`src/rtl/pipe_pkg.sv`:
```
// Shared types and widths for the elastic pipeline stage and its statistics counters.
package pipe_pkg;

    typedef enum logic [1:0] {
        EMPTY = 2'd0,
        FULL1 = 2'd1,
        FULL2 = 2'd2
    } pipe_state_t;

    localparam int OCC_W  = 2;
    localparam int STAT_W = 16;

    function automatic logic [OCC_W-1:0] occ_of(input pipe_state_t s);
        case (s)
            FULL1:   occ_of = OCC_W'(1);
            FULL2:   occ_of = OCC_W'(2);
            default: occ_of = OCC_W'(0);
        endcase
    endfunction

endpackage

```
`src/rtl/pipe_stage_stats.sv`:
```
// Saturating stall / bubble cycle counters observing the output handshake of a pipeline stage.
// Latency: counts visible the cycle after the observed condition. No backpressure; observe-only.
// Cleared only by rst.
module pipe_stage_stats
    import pipe_pkg::*;
(
    input  logic              clk,
    input  logic              rst,
    input  logic              out_valid,
    input  logic              out_ready,
    output logic [STAT_W-1:0] stall_cnt,
    output logic [STAT_W-1:0] bubble_cnt
);

    logic stall_hit;
    logic bubble_hit;

    assign stall_hit  = out_valid && !out_ready;
    assign bubble_hit = !out_valid && out_ready;

    always_ff @(posedge clk or posedge rst) begin
        if (rst) begin
            stall_cnt  <= '0;
            bubble_cnt <= '0;
        end else begin
            if (stall_hit && (stall_cnt != {STAT_W{1'b1}}))
                stall_cnt <= stall_cnt + STAT_W'(1);
            if (bubble_hit && (bubble_cnt != {STAT_W{1'b1}}))
                bubble_cnt <= bubble_cnt + STAT_W'(1);
        end
    end

endmodule

```
`src/rtl/pipe_stage_elastic.sv`:
```
// Elastic valid/ready pipeline register with optional one-entry skid; PIPE_STAGE_STATS_EN adds stall/bubble counters.
// Latency: a beat accepted in cycle N is presented on out_data/out_valid in cycle N+1.
// Backpressure: SKID_EN=1 gives a flopped in_ready (low only when both entries held); SKID_EN=0 passes out_ready through.
module pipe_stage_elastic
    import pipe_pkg::*;
#(
    parameter int               DATA_W    = 48,
    parameter logic [DATA_W-1:0] RESET_VAL = '0,
    parameter bit               SKID_EN   = 1'b1
) (
    input  logic              clk,
    input  logic              rst,
    input  logic              flush,
    input  logic              in_valid,
    output logic              in_ready,
    input  logic [DATA_W-1:0] in_data,
    output logic              out_valid,
    input  logic              out_ready,
    output logic [DATA_W-1:0] out_data,
`ifdef PIPE_STAGE_STATS_EN
    output logic [STAT_W-1:0] stall_cnt,
    output logic [STAT_W-1:0] bubble_cnt,
`endif
    output logic [OCC_W-1:0]  occupancy
);

    pipe_state_t       state;
    logic [DATA_W-1:0] main_data;
    logic [DATA_W-1:0] skid_data;
    logic              out_valid_q;
    logic              in_ready_q;
    logic [OCC_W-1:0]  occ_q;
    logic              accept;
    logic              emit;

    // Without the skid entry, a full stage can only take a beat when the held one leaves this cycle.
    assign in_ready  = SKID_EN ? in_ready_q : (!out_valid_q || out_ready);
    assign out_valid = out_valid_q;
    assign out_data  = main_data;
    assign occupancy = occ_q;

    assign accept = in_valid && in_ready;
    assign emit   = out_valid_q && out_ready;

    always_ff @(posedge clk or posedge rst) begin
        if (rst) begin
            state       <= EMPTY;
            main_data   <= RESET_VAL;
            skid_data   <= RESET_VAL;
            out_valid_q <= 1'b0;
            in_ready_q  <= 1'b1;
            occ_q       <= occ_of(EMPTY);
        end else if (flush) begin
            // Squash everything, including a beat accepted this very cycle.
            state       <= EMPTY;
            main_data   <= RESET_VAL;
            skid_data   <= RESET_VAL;
            out_valid_q <= 1'b0;
            in_ready_q  <= 1'b1;
            occ_q       <= occ_of(EMPTY);
        end else begin
            case (state)
                EMPTY: begin
                    if (accept) begin
                        state       <= FULL1;
                        main_data   <= in_data;
                        out_valid_q <= 1'b1;
                        in_ready_q  <= 1'b1;
                        occ_q       <= occ_of(FULL1);
                    end
                end
                FULL1: begin
                    if (accept && !emit && SKID_EN) begin
                        state      <= FULL2;
                        skid_data  <= in_data;
                        in_ready_q <= 1'b0;
                        occ_q      <= occ_of(FULL2);
                    end else if (emit && !accept) begin
                        state       <= EMPTY;
                        out_valid_q <= 1'b0;
                        in_ready_q  <= 1'b1;
                        occ_q       <= occ_of(EMPTY);
                    end else if (accept && emit) begin
                        main_data <= in_data;
                    end
                end
                FULL2: begin
                    if (emit) begin
                        state      <= FULL1;
                        main_data  <= skid_data;
                        in_ready_q <= 1'b1;
                        occ_q      <= occ_of(FULL1);
                    end
                end
                default: begin
                    state       <= EMPTY;
                    out_valid_q <= 1'b0;
                    in_ready_q  <= 1'b1;
                    occ_q       <= occ_of(EMPTY);
                end
            endcase
        end
    end

`ifdef PIPE_STAGE_STATS_EN
    pipe_stage_stats u_stats (
        .clk        (clk),
        .rst        (rst),
        .out_valid  (out_valid_q),
        .out_ready  (out_ready),
        .stall_cnt  (stall_cnt),
        .bubble_cnt (bubble_cnt)
    );
`endif

endmodule
```
`config.mk`:
```
export PLATFORM = sky130hd
export DESIGN_NAME = pipe_stage_elastic
export DESIGN_NICKNAME = d
export VERILOG_FILES = /design/src/rtl/pipe_pkg.sv /design/src/rtl/pipe_stage_stats.sv /design/src/rtl/pipe_stage_elastic.sv
export SDC_FILE = /design/constraint.sdc
export NUM_CORES = 1
export LEC_CHECK = 0
export BUFFER_PORTS_ARGS = -buffer_cell sky130_fd_sc_hd__buf_2
export CORE_MARGIN = 5
export CORE_UTILIZATION = 55
export DETAILED_ROUTE_END_ITERATION = 8
export PLACE_DENSITY = 0.8
export SETUP_SLACK_MARGIN = 0.5
export SYNTH_ARGS = -nofsm -noshare
export SYNTH_HDL_FRONTEND = slang
export SYNTH_SLANG_ARGS = --single-unit
```
`constraint.sdc`:
```
create_clock -name clk -period 3.3 [get_ports clk]
set_input_delay 0.33 -clock clk [delete_from_list [all_inputs] [get_ports clk]]
set_output_delay 0.33 -clock clk [all_outputs]
set_load 0.05 [all_outputs]
```
## Yosys cells after proc, flatten, opt, wreduce, memory -nomap -nowiden

Index checks and enable logic that the tools add are counted.

| storage, ports and cells | value |
|---|---|
| flip-flop bits (word level) | 100 |
| latch bits | 0 |
| RAM bits | 0 |
| bits in read-only memories | 0 |
| memories | 0 |

| cells by class | value |
|---|---|
| $add $sub $neg | 0 |
| multiply operators | 0 |
| div/mod/pow operators | 0 |
| order comparisons | 0 |
| equal/unequal tests | 10 |
| shifts and indexed selects | 0 |
| mux-type cells | 26 |
| bitwise operators | 0 |
| reductions and logical operators | 15 |

Operators with widths:

| cell | count |
|---|---|
| $mux W48 | 9 |
| $pmux W48 S3 | 1 |
| $ne A3 B3 Y1 const B | 6 |
| $mux W2 | 5 |
| $mux W1 | 8 |
| $pmux W1 S3 | 2 |
| $pmux W2 S3 | 1 |
| $reduce_and A6 Y1 | 1 |
| $logic_and A1 B1 Y1 | 5 |
| $ne A4 B4 Y1 const B | 1 |
| $reduce_and A4 Y1 | 1 |
| $reduce_bool A2 Y1 | 2 |
| $reduce_bool A4 Y1 | 1 |
| $reduce_and A3 Y1 | 1 |
| $eq A2 B1 Y1 const B | 1 |
| $eq A2 B2 Y1 const B | 1 |
| $logic_not A1 Y1 | 2 |
| $logic_not A2 Y1 | 1 |
| $ne A2 B2 Y1 const B | 1 |
| $reduce_and A2 Y1 | 1 |

## Longest topological paths before layout

Gate-level depths: netlist of the first run.

| logic depth | value |
|---|---|
| word-level depth | 7 |
| depth in mapped cells | 7 |
| depth with buffers taken out | 3 |

## Worst setup path before layout of the first run

No wires, ideal clock.

| timing | value |
|---|---|
| kind | reg2reg |
| from | register, netlist name occupancy[1] |
| to | register main_data[15], in the netlist out_data[15] |
| setup time | 0.135 ns |
| arrival time | 1.835 ns |
| data required time | 3.165 ns |
| path slack | 1.330 ns |
| cell stages (with the launch flop) | 8 |
| buffers on the path | 4 |
| clock period less this slack | 1.970 ns |
| cells stage by stage | dfrtp_1 buf_2 and3b_1 buf_2 a221oi_4 buf_6 buf_6 o31ai_1 |

RTL lines:

| element | line | RTL |
|---|---|---|
| end signal: assignment | pipe_stage_elastic.sv:66 | `main_data <= in_data;` |
| end signal: assignment | pipe_stage_elastic.sv:84 | `main_data <= in_data;` |
| end signal: assignment | pipe_stage_elastic.sv:90 | `main_data <= skid_data;` |
| end: declaration | pipe_stage_elastic.sv:28 | `logic [DATA_W-1:0] main_data;` |

==> flow_summary.toml, run 1 <==
[synth]
synth_edf_count = 0
synthCells = 478
ys_seq_area_frac = 0.504
syn_nets = 531
netlist.area_leader.share = 0.499
ys.flop_type = "dfrtp_1"
synth.area.top_cells = "dfrtp_1 (50%), mux2i_1 (9.7%), o2111ai_1 (8.5%)"
synth_area_leader_cell = "dfrtp_1"
synthesis.area_mm2 = 0.00497
ys_warn_count = 0
yosysUniqueCellTypes = 31
syn_area_per_cell_um2 = 10.4
postSynth.asyncResetShare = 1.00
synth_seq_cells = 100

[sta]
drv_slew = 0
worst_slew_pin_slew_ns = 1.09
max_freq_mhz = 428
max-slew-margin-rel = 0.274
skew_ns = 0.00973
final.setup.tns_ns = 0
hold_violations = 0
rsz0062_at_grt = "false"
period_needed_ns = 2.34
setup_violations = 0
finalCritPeriodShare = 0.708

[worst_setup_path]
worstReg2RegStart = "occupancy[1]"
worst-setup-path-type = "reg -> reg"
path_cells = "nand3b_1 > buf_4 > o21ai_0 > a21oi_1"
required_ns = 3.58
cp.arrival_ns = 2.62
crit_path_start_kind = "flip-flop"
crit_fanout = 76
worstSetupEndpointType = "flip-flop"
cp_slowest_cell = "buf_4"
startpoint = "occupancy[1]"
worst_path_largest_cell_delay_ns = 0.69

[cts]
cts_resized = 0
clock-sinks = 100
path_clk_slew_ns = 0.09
root_buffer = "clkbuf_8"
cts_tree = "yes"
cts_setup_buffers = 0
cts_buffers = 9
worstSkewPairLatency_ns = 0.37
htreeDepth = 3
cts.path.max_buffers = 2
ctsHoldBuffers = 0

[grt]
first_global_vias = 4246
grt_max_degree = 77
gr-total-overflow = 0
grt_pass1_wl_um = 21200
groute.usage.overall = 0.231
antenna_found_initial = 0

[die]
num_rows = 34
start_util = 0.567
die_h_um = 105
dieArea_mm2 = 0.0110
die_w_um = 105
core-area_mm2 = 0.00876
ios = 105

[routing]
num_vias = 4308
antenna_left = 0
drc_errors = 0
wl_per_cell_um = 19.4
drt_iter0_markers = 322
vias_per_cell = 6.60
drt_wl_total_um = 12600
firstDrtPassIters = 5

[final_layout]
nNetsFinal = 595
syn_to_final_growth_pct = 14.3
nFillCells = 710
drive_above_1_share = 0.255
diodes = 0

[pwr]
peakVddDrop_mv = 0.290
power.density_mw_per_mm2 = 551
leakage_uw = 0.00262
p_total_uw = 3130

[place]
gp_congestion = 0.787
hpwl_um = 7760
io_buffers = 104

[min_path]
min_path_type = "in -> async"

[job]
cap_violations = 0

[outcome]
status = "finished, final reports clean"
state kept, by name, indices dropped and copies added, names as in the netlist:
signal	flops
out_valid	1
skid_data	48
out_data	48
occupancy	2
in_ready	1
kinds of logic (layout without fill, tap and decap cells):
family / Yosys count / count (layout) / share of synthesized area
AOI/OAI and AO/OA: 202 / 202 / 0.274
DFF: 100 / 100 / 0.504
buffers and inverters: 68 / 135 / 0.0610
and+or+nand+nor: 59 / 59 / 0.0627
muxes: 48 / 48 / 0.0967
adders and majority gates: 1 / 1 / 0.00202
cells in the mapped netlist, types with 2 or more instances:
cell	instances
buf_2	14
o2111ai_1	48
dfrtp_1	99
clkbuf_1	45
nand3b_1	2
buf_6	3
o21ai_0	49
buf_4	2
a21oi_1	50
o31ai_1	48
mux2i_1	48
inv_1	4
nand3_1	48
power by group:
group | total [µW] | internal, µW | leakage, µW | switching (µW)
registers | 1400 | 1330 | 0.00134 | 70.3
logic | 870 | 218 | 0.00118 | 652
clock network | 858 | 440 | 0.000100 | 418
final cells by class:
class / instances / area, µm² / area share
flip-flops and latches: 100 / 2500 / 0.441
multi-input cells: 310 / 2170 / 0.383
repair buffers: 117 / 633 / 0.112
clock buffers: 10 / 138 / 0.0242
well taps: 108 / 135 / 0.0238
clock inverters: 4 / 75.1 / 0.0132
inverters: 4 / 18.8 / 0.00331
critical path: cells and delay by family (launching register included):
family	cells	cell delay, ns
AOI/OAI and AO/OA	2	0.38
buffers and inverters	1	0.69
DFF	1	0.53
and+or+nand+nor	1	0.62
through the flow:
step	util	setup WS (ns)	instance area (µm²)	hold WS (ns)	instances
2_1_floorplan	-	1.33	4970	0.472	478
3_3_place_gp	0.624	1.09	5470	0.526	639
3_5_place_dp	0.624	1.02	5470	0.533	639
4_1_cts	0.648	0.989	5680	0.135	653
5_1_grt	0.648	0.751	5680	0.169	653
6_report	0.648	0.964	5680	0.115	653
cells in the final DEF (no fill, tap or decap), types with 2 or more instances in the layout:
cell / netlist / final
buf_2: 14 / 103
dfrtp_1: 99 / 99
a21oi_1: 50 / 50
o21ai_0: 49 / 49
mux2i_1: 48 / 48
o2111ai_1: 48 / 48
o31ai_1: 48 / 48
nand3_1: 48 / 48
buf_4: 2 / 13
clkbuf_8: 0 / 10
inv_1: 4 / 3
clkinvlp_4: 0 / 3
nand3b_1: 2 / 2
bufinv_16: 0 / 2
routing by layer:
metal	vias to the layer above	global-route usage	wire length (µm)
met5	-	0	0
met4	0	0.0648	195
met3	19	0.0450	829
met2	170	0.372	6070
met1	2147	0.322	5550
li1	1972	-	-
path summary, 6_finish.rpt:
check,slack (ns),endpoint,cells past startpoint
max in group asynchronous,2.35,in_ready,3
worst min register to register,0.54,skid_data[19],2
worst max-delay path,0.96,skid_data[3],4
worst min-delay path,0.12,out_data[46],2
min in group clk,0.21,skid_data[6],3
worst max register to register,0.96,skid_data[3],4
Power figures use the tool's default switching activity.
==> run 2, diff against run 1 <==
--- a/config.mk
+++ b/config.mk
@@ -5,6 +5,7 @@
 export SDC_FILE = /design/constraint.sdc
 export NUM_CORES = 1
 export LEC_CHECK = 0
+export ABC_AREA = 1
 export BUFFER_PORTS_ARGS = -buffer_cell sky130_fd_sc_hd__buf_2
 export CORE_MARGIN = 5
 export CORE_UTILIZATION = 55
==> constraint.sdc (replaced) <==
create_clock -name clk -period 2.15 [get_ports clk]
set_input_delay 0.215 -clock clk [delete_from_list [all_inputs] [get_ports clk]]
set_output_delay 0.215 -clock clk [all_outputs]
set_load 0.05 [all_outputs]
==> flow_summary.toml, run 2 <==
[outcome]
status = "finished, final reports clean"

[sta]
max_freq_mhz = 642
setup_violations = 0
final.setup.tns_ns = 0
period_needed_ns = 1.56
max-slew-margin-rel = 0.518
hold_violations = 0
setup_slack_ns = 0.593
finalCritPeriodShare = 0.724
skew_ns = 0.0180
drv_slew = 0
rsz0062_at_grt = "false"
worst_slew_pin_slew_ns = 0.722

[routing]
antenna_left = 0
met2_length_um = 5900
wl_met1_um = 5150
highest_layer = "met4"
wl_met3_um = 840
drt_wl_total_um = 12000
firstDrtPassIters = 5
vias_per_cell = 5.04
num_vias = 4564
drt_iter0_markers = 253
wl_per_cell_um = 13.2
drc_errors = 0

[synth]
synth_edf_count = 0
ys_seq_area_frac = 0.507
syn_nets = 760
postSynth.asyncResetShare = 1.00
netlist.area_leader.share = 0.502
synthCells = 707
synth_area_leader_cell = "dfrtp_1"
ys.flop_type = "dfrtp_1"
yosysUniqueCellTypes = 18
synth.area.top_cells = "dfrtp_1 (50%), nand2_1 (27%), nor2_1 (7.7%)"
synthesis.area_mm2 = 0.00493
ys_top_cells_by_count = "nand2_1 (351), nor2_1 (101), dfrtp_1 (99)"
ys_warn_count = 0
syn_area_per_cell_um2 = 6.98
synth_seq_cells = 100
yosysMostFrequentCell = "nand2_1"

[final_layout]
final_common_cell = "nand2_1"
design_area_mm2 = 0.00583
nFillCells = 711
ff_latch_area_mm2 = 0.00251
layout_common_cells = "nand2_1 (348), buf_2 (104), nor2_1 (100)"
multi_input_area_mm2 = 0.00206
syn_to_final_growth_pct = 18.2
drive_above_1_share = 0.183
instances_no_fill = 906
diodes = 0
nNetsFinal = 847

[worst_setup_path]
cpMostUsedCell = "nand2_1"
crit_fanout = 28
worstSetupEndpointType = "flip-flop"
startpoint = "in_ready"
worst-setup-path-type = "reg -> reg"
cp.depth = 8
path_buf_inv = 2
required_ns = 2.39
worstReg2RegStart = "in_ready"
cp_slowest_cell = "dfstp_2"
critPathTopFamily = "simple AND/OR/NAND/NOR gates"
ff2ff_path_depth = 8
path_cells = "nand2_2 > inv_2 > nand2_1 > nand3_2 > nand2_8 > buf_12 > nand2_1 > nand2_1"
cp.arrival_ns = 1.79
worst_path_largest_cell_delay_ns = 0.55
crit_path_start_kind = "flip-flop"

[pwr]
pwr-share-comb = 0.461
intPower_uw = 3700
power_switching_uw = 3440
leakage_uw = 0.00378
power.density_mw_per_mm2 = 1220
sequentialPowerShare = 0.371
power.share.clock = 0.168
swShare = 0.482
peakVddDrop_mv = 0.696

[job]
cap_violations = 0

[cts]
root_buffer = "clkbuf_8"
path_clk_slew_ns = 0.10
worstSkewPairLatency_ns = 0.36
htreeDepth = 3
cts_buffers = 9
cts_setup_buffers = 0
clock-sinks = 100
cts_tree = "yes"
cts.path.max_buffers = 2

[place]
gp_congestion = 0.792
place_ws_ns = 0.459
io_buffers = 104
place_area_mm2 = 0.00555
hpwl_um = 8060
placed_cells = 889

[grt]
first_global_vias = 4346
grt_pass1_wl_um = 20100
gr-total-overflow = 0
antenna_found_initial = 0
groute.usage.overall = 0.218
grt_max_degree = 54

[die]
die_w_um = 105
core-area_mm2 = 0.00872
dieArea_mm2 = 0.0110
die_h_um = 105
ios = 105
num_rows = 34
start_util = 0.566

[min_path]
min_path_type = "in -> reg"
hold_path_depth = 3
min_from = "in_data[34]"
run 2: cell types whose count changed in the layout (fill, tap and decap cells not counted), sizes merged, moves of 2 or more:
cell	change
a21oi	-50
nand2	+351
buf	-3
o21ai	-48
o2111ai	-48
inv	+53
o31ai	-47
nand3b	-2
a21boi	-2
nor2	+101
mux2i	-48
nand3	+6
run 2: stage by stage:
step                      hold slack, ns  total power (µW)  utilization
after CTS                         0.0598              7110        0.661
final                             0.0608              7140        0.669
after global placement             0.365              5830        0.637
after global routing              0.0684              7570        0.669
after detailed placement           0.368              5900        0.637
after floorplan                    0.312              5080            -
run 2: worst min-delay path, stage by stage:
cell and delay [ns]:
buf_2 0.08, nand2_1 0.04, nand2_1 0.05
run 2: final cells by class:
class                      count  area share
timing repair buffer         115       0.122
timing repair inverter         1     0.00107
multi-input combinational    511       0.354
inverter                      56      0.0380
tap                          108      0.0232
clock inverter                 4     0.00858
sequential                   100       0.430
clock buffer                  11      0.0242
run 2: repair_timing:
action,4_1_cts,5_1_grt
endpoints found under the setup margin,42,80
gates cloned,0,1
resized for setup,3,16
hold endpoints to repair,24,0
hold buffers,1,0
run 2: cells by family (layout without fill, tap and decap cells):
| family | Yosys count | count (layout) | synth area share |
|---|---|---|---|
| and+or+nand+nor | 508 | 508 | 0.403 |
| DFF | 100 | 100 | 0.507 |
| buffers and inverters | 96 | 187 | 0.0854 |
| AOI/OAI and AO/OA | 3 | 3 | 0.00406 |
run 2: path summary, 6_finish.rpt:
kind / to / slack, ns
max in group asynchronous: out_data[17] / 1.01
min in group asynchronous: skid_data[10] / 0.51
hold / removal: skid_data[34] / 0.06
hold reg to reg: skid_data[46] / 0.48
setup reg to reg: out_data[46] / 0.59
setup / recovery: out_data[46] / 0.59
run 2: power groups by stage:
| stage | Clock [µW] | Combinational (µW) | Sequential (µW) |
|---|---|---|---|
| after floorplan | 0 | 1150 | 3930 |
| after detailed placement | 0 | 3230 | 2670 |
| final | 1200 | 3290 | 2650 |
| after global routing | 1310 | 3540 | 2720 |
| after global placement | 0 | 3160 | 2670 |
| after CTS | 1220 | 3250 | 2640 |
run 2: routing by layer:
metal,vias to the layer above,track usage
li1,2275,-
met1,2111,0.295
met2,162,0.362
met3,16,0.0401
met4,0,0.0584
met5,-,0
==> run 3, diff against run 2 <==
==> constraint.sdc (replaced) <==
create_clock -name clk -period 1.6 [get_ports clk]
set_input_delay 0.16 -clock clk [delete_from_list [all_inputs] [get_ports clk]]
set_output_delay 0.16 -clock clk [all_outputs]
set_load 0.05 [all_outputs]
==> flow_summary.toml, run 3 (synthesis gave the netlist of run 2 again) <==
[worst_setup_path]
r2r_end = "out_data[30]"
worstSetupEndpointType = "flip-flop"
ff2ff_path_depth = 8
required_ns = 1.86
crit_path_start_kind = "flip-flop"
worstReg2RegStart = "in_ready"
worst-setup-path-type = "reg -> reg"
cp.arrival_ns = 1.76
crit_fanout = 20
r2r_slack_ns = 0.10

[cts]
htreeDepth = 3
worstSkewPairLatency_ns = 0.38
cts_tree = "yes"
cts_buffers = 9
cts.path.max_buffers = 2
clock-sinks = 100
path_clk_slew_ns = 0.10
root_buffer = "clkbuf_8"

[sta]
worst_slew_pin_slew_ns = 0.391
max_freq_mhz = 668
rsz0062_at_grt = "true"
final.setup.tns_ns = 0
skew_ns = 0.0183
period_needed_ns = 1.50
max-slew-margin-rel = 0.739
drv_slew = 0
hold_violations = 0
finalCritPeriodShare = 0.935
setup_violations = 0

[place]
hpwl_um = 8430
gp_congestion = 0.820
placed_cells = 893
io_buffers = 104

[die]
die_w_um = 105
num_rows = 34
start_util = 0.566
dieArea_mm2 = 0.0110
core-area_mm2 = 0.00872
ios = 105
die_h_um = 105

[pwr]
leakage_uw = 0.00430
peakVddDrop_mv = 1.01
power.density_mw_per_mm2 = 1700

[job]
cap_violations = 0

[routing]
wl_per_cell_um = 16.5
antenna_left = 0
drc_errors = 0
num_vias = 5250
drt_wl_total_um = 16100
firstDrtPassIters = 5
vias_per_cell = 5.40
drt_iter0_markers = 411

[grt]
met3_usage = 0.0592
groute.usage.overall = 0.253
gr-total-overflow = 0
grt_pass1_wl_um = 22900
first_global_vias = 4863
gr-usage-met1 = 0.332
busiest_layer = "met2"
antenna_found_initial = 0
grt_util_met2 = 0.420
grt_max_degree = 55

[final_layout]
fin_util = 0.806
syn_to_final_growth_pct = 42.4
drive_above_1_share = 0.251
instances_no_fill = 972
layout_common_cells = "nand2_1 (335), nor2_1 (98), dfrtp_1 (96)"
ff_latch_area_mm2 = 0.00251
diodes = 0
final_common_cell = "nand2_1"
multi_input_area_mm2 = 0.00212
nFillCells = 550
nNetsFinal = 912

[min_path]
hold_path_depth = 3
min_from = "in_data[19]"
holdPathEnd = "skid_data[19]"
min_path_type = "in -> reg"

[outcome]
status = "finished, final reports clean"
-- run 3: changes by cell type in the layout (fill, tap and decap cells not counted), moves of 7 or more --
| cell | delta |
|---|---|
| buf_4 | +35 |
| nand2_2 | +10 |
| buf_6 | +57 |
| buf_2 | -52 |
| nand2_1 | -13 |
| clkbuf_16 | +7 |
| dlygate4sd3_1 | +10 |
-- run 3: final cells by class --
class / instances / share of cell area
inverter: 56 / 0.0322
clock buffer: 12 / 0.0206
sequential: 100 / 0.357
multi-input combinational: 511 / 0.302
timing repair buffer: 181 / 0.256
tap: 108 / 0.0192
clock inverter: 4 / 0.0139
-- run 3: through the flow --
| step | hold WS [ns] | instance area, µm² | power [µW] | worst slack (ns) |
|---|---|---|---|---|
| 6_report | 0.00588 | 7030 | 11900 | 0.104 |
| 5_1_grt | -0.00170 | 7030 | 12500 | 0.0233 |
| 4_1_cts | 0.000536 | 6570 | 11200 | 0.193 |
| 3_5_place_dp | 0.168 | 5630 | 8060 | 0.0406 |
| 3_3_place_gp | 0.164 | 5630 | 7960 | 0.112 |
| 2_1_floorplan | 0.253 | 5000 | 6910 | 0.0412 |
-- run 3: how the worst max path moves through the flow --
| stage | start | endpoint | slack [ns] | cells past startpoint |
|---|---|---|---|---|
| final | in_ready | out_data[30] | 0.10 | 8 |
| after global routing | occupancy[1] | out_data[10] | 0.02 | 7 |
| after CTS | in_ready | skid_data[7] | 0.19 | 8 |
| after detailed placement | in_ready | out_data[29] | 0.04 | 8 |
| after global placement | in_ready | out_data[38] | 0.11 | 8 |
| after floorplan | in_ready | out_data[15] | 0.04 | 9 |
-- run 3: metal layers --
metal  part of all wire  vias to the layer above
li1                   -                     2407
met1               0.38                     2472
met2               0.50                      305
met3              0.082                       66
met4              0.033                        0
met5                  0                        -
-- run 3: where the power goes --
| part | switching (µW) | internal, µW |
|---|---|---|
| Combinational | 3810 | 2410 |
| Clock | 901 | 1080 |
| Sequential | 528 | 3180 |
-- run 3: what timing repair did --
item                                   in CTS  in global routing
endpoints found under the hold margin      18                  5
hold buffers                                6                  5
setup endpoints to repair                 152                152
cloned                                      2                  8
buffers inserted                           21                 21
resized for setup                         132                 27
pin swaps                                   2                  6
-- run 3: critical path, cell delays in order, from the launching register on --
cell and delay [ns]:
dfstp_2 0.56, nand2_2 0.08, nor2_1 0.09, nand2_1 0.10, nand2_4 0.14, nand2_8 0.09, buf_12 0.16, nand2_1 0.09
nand2_1 0.07
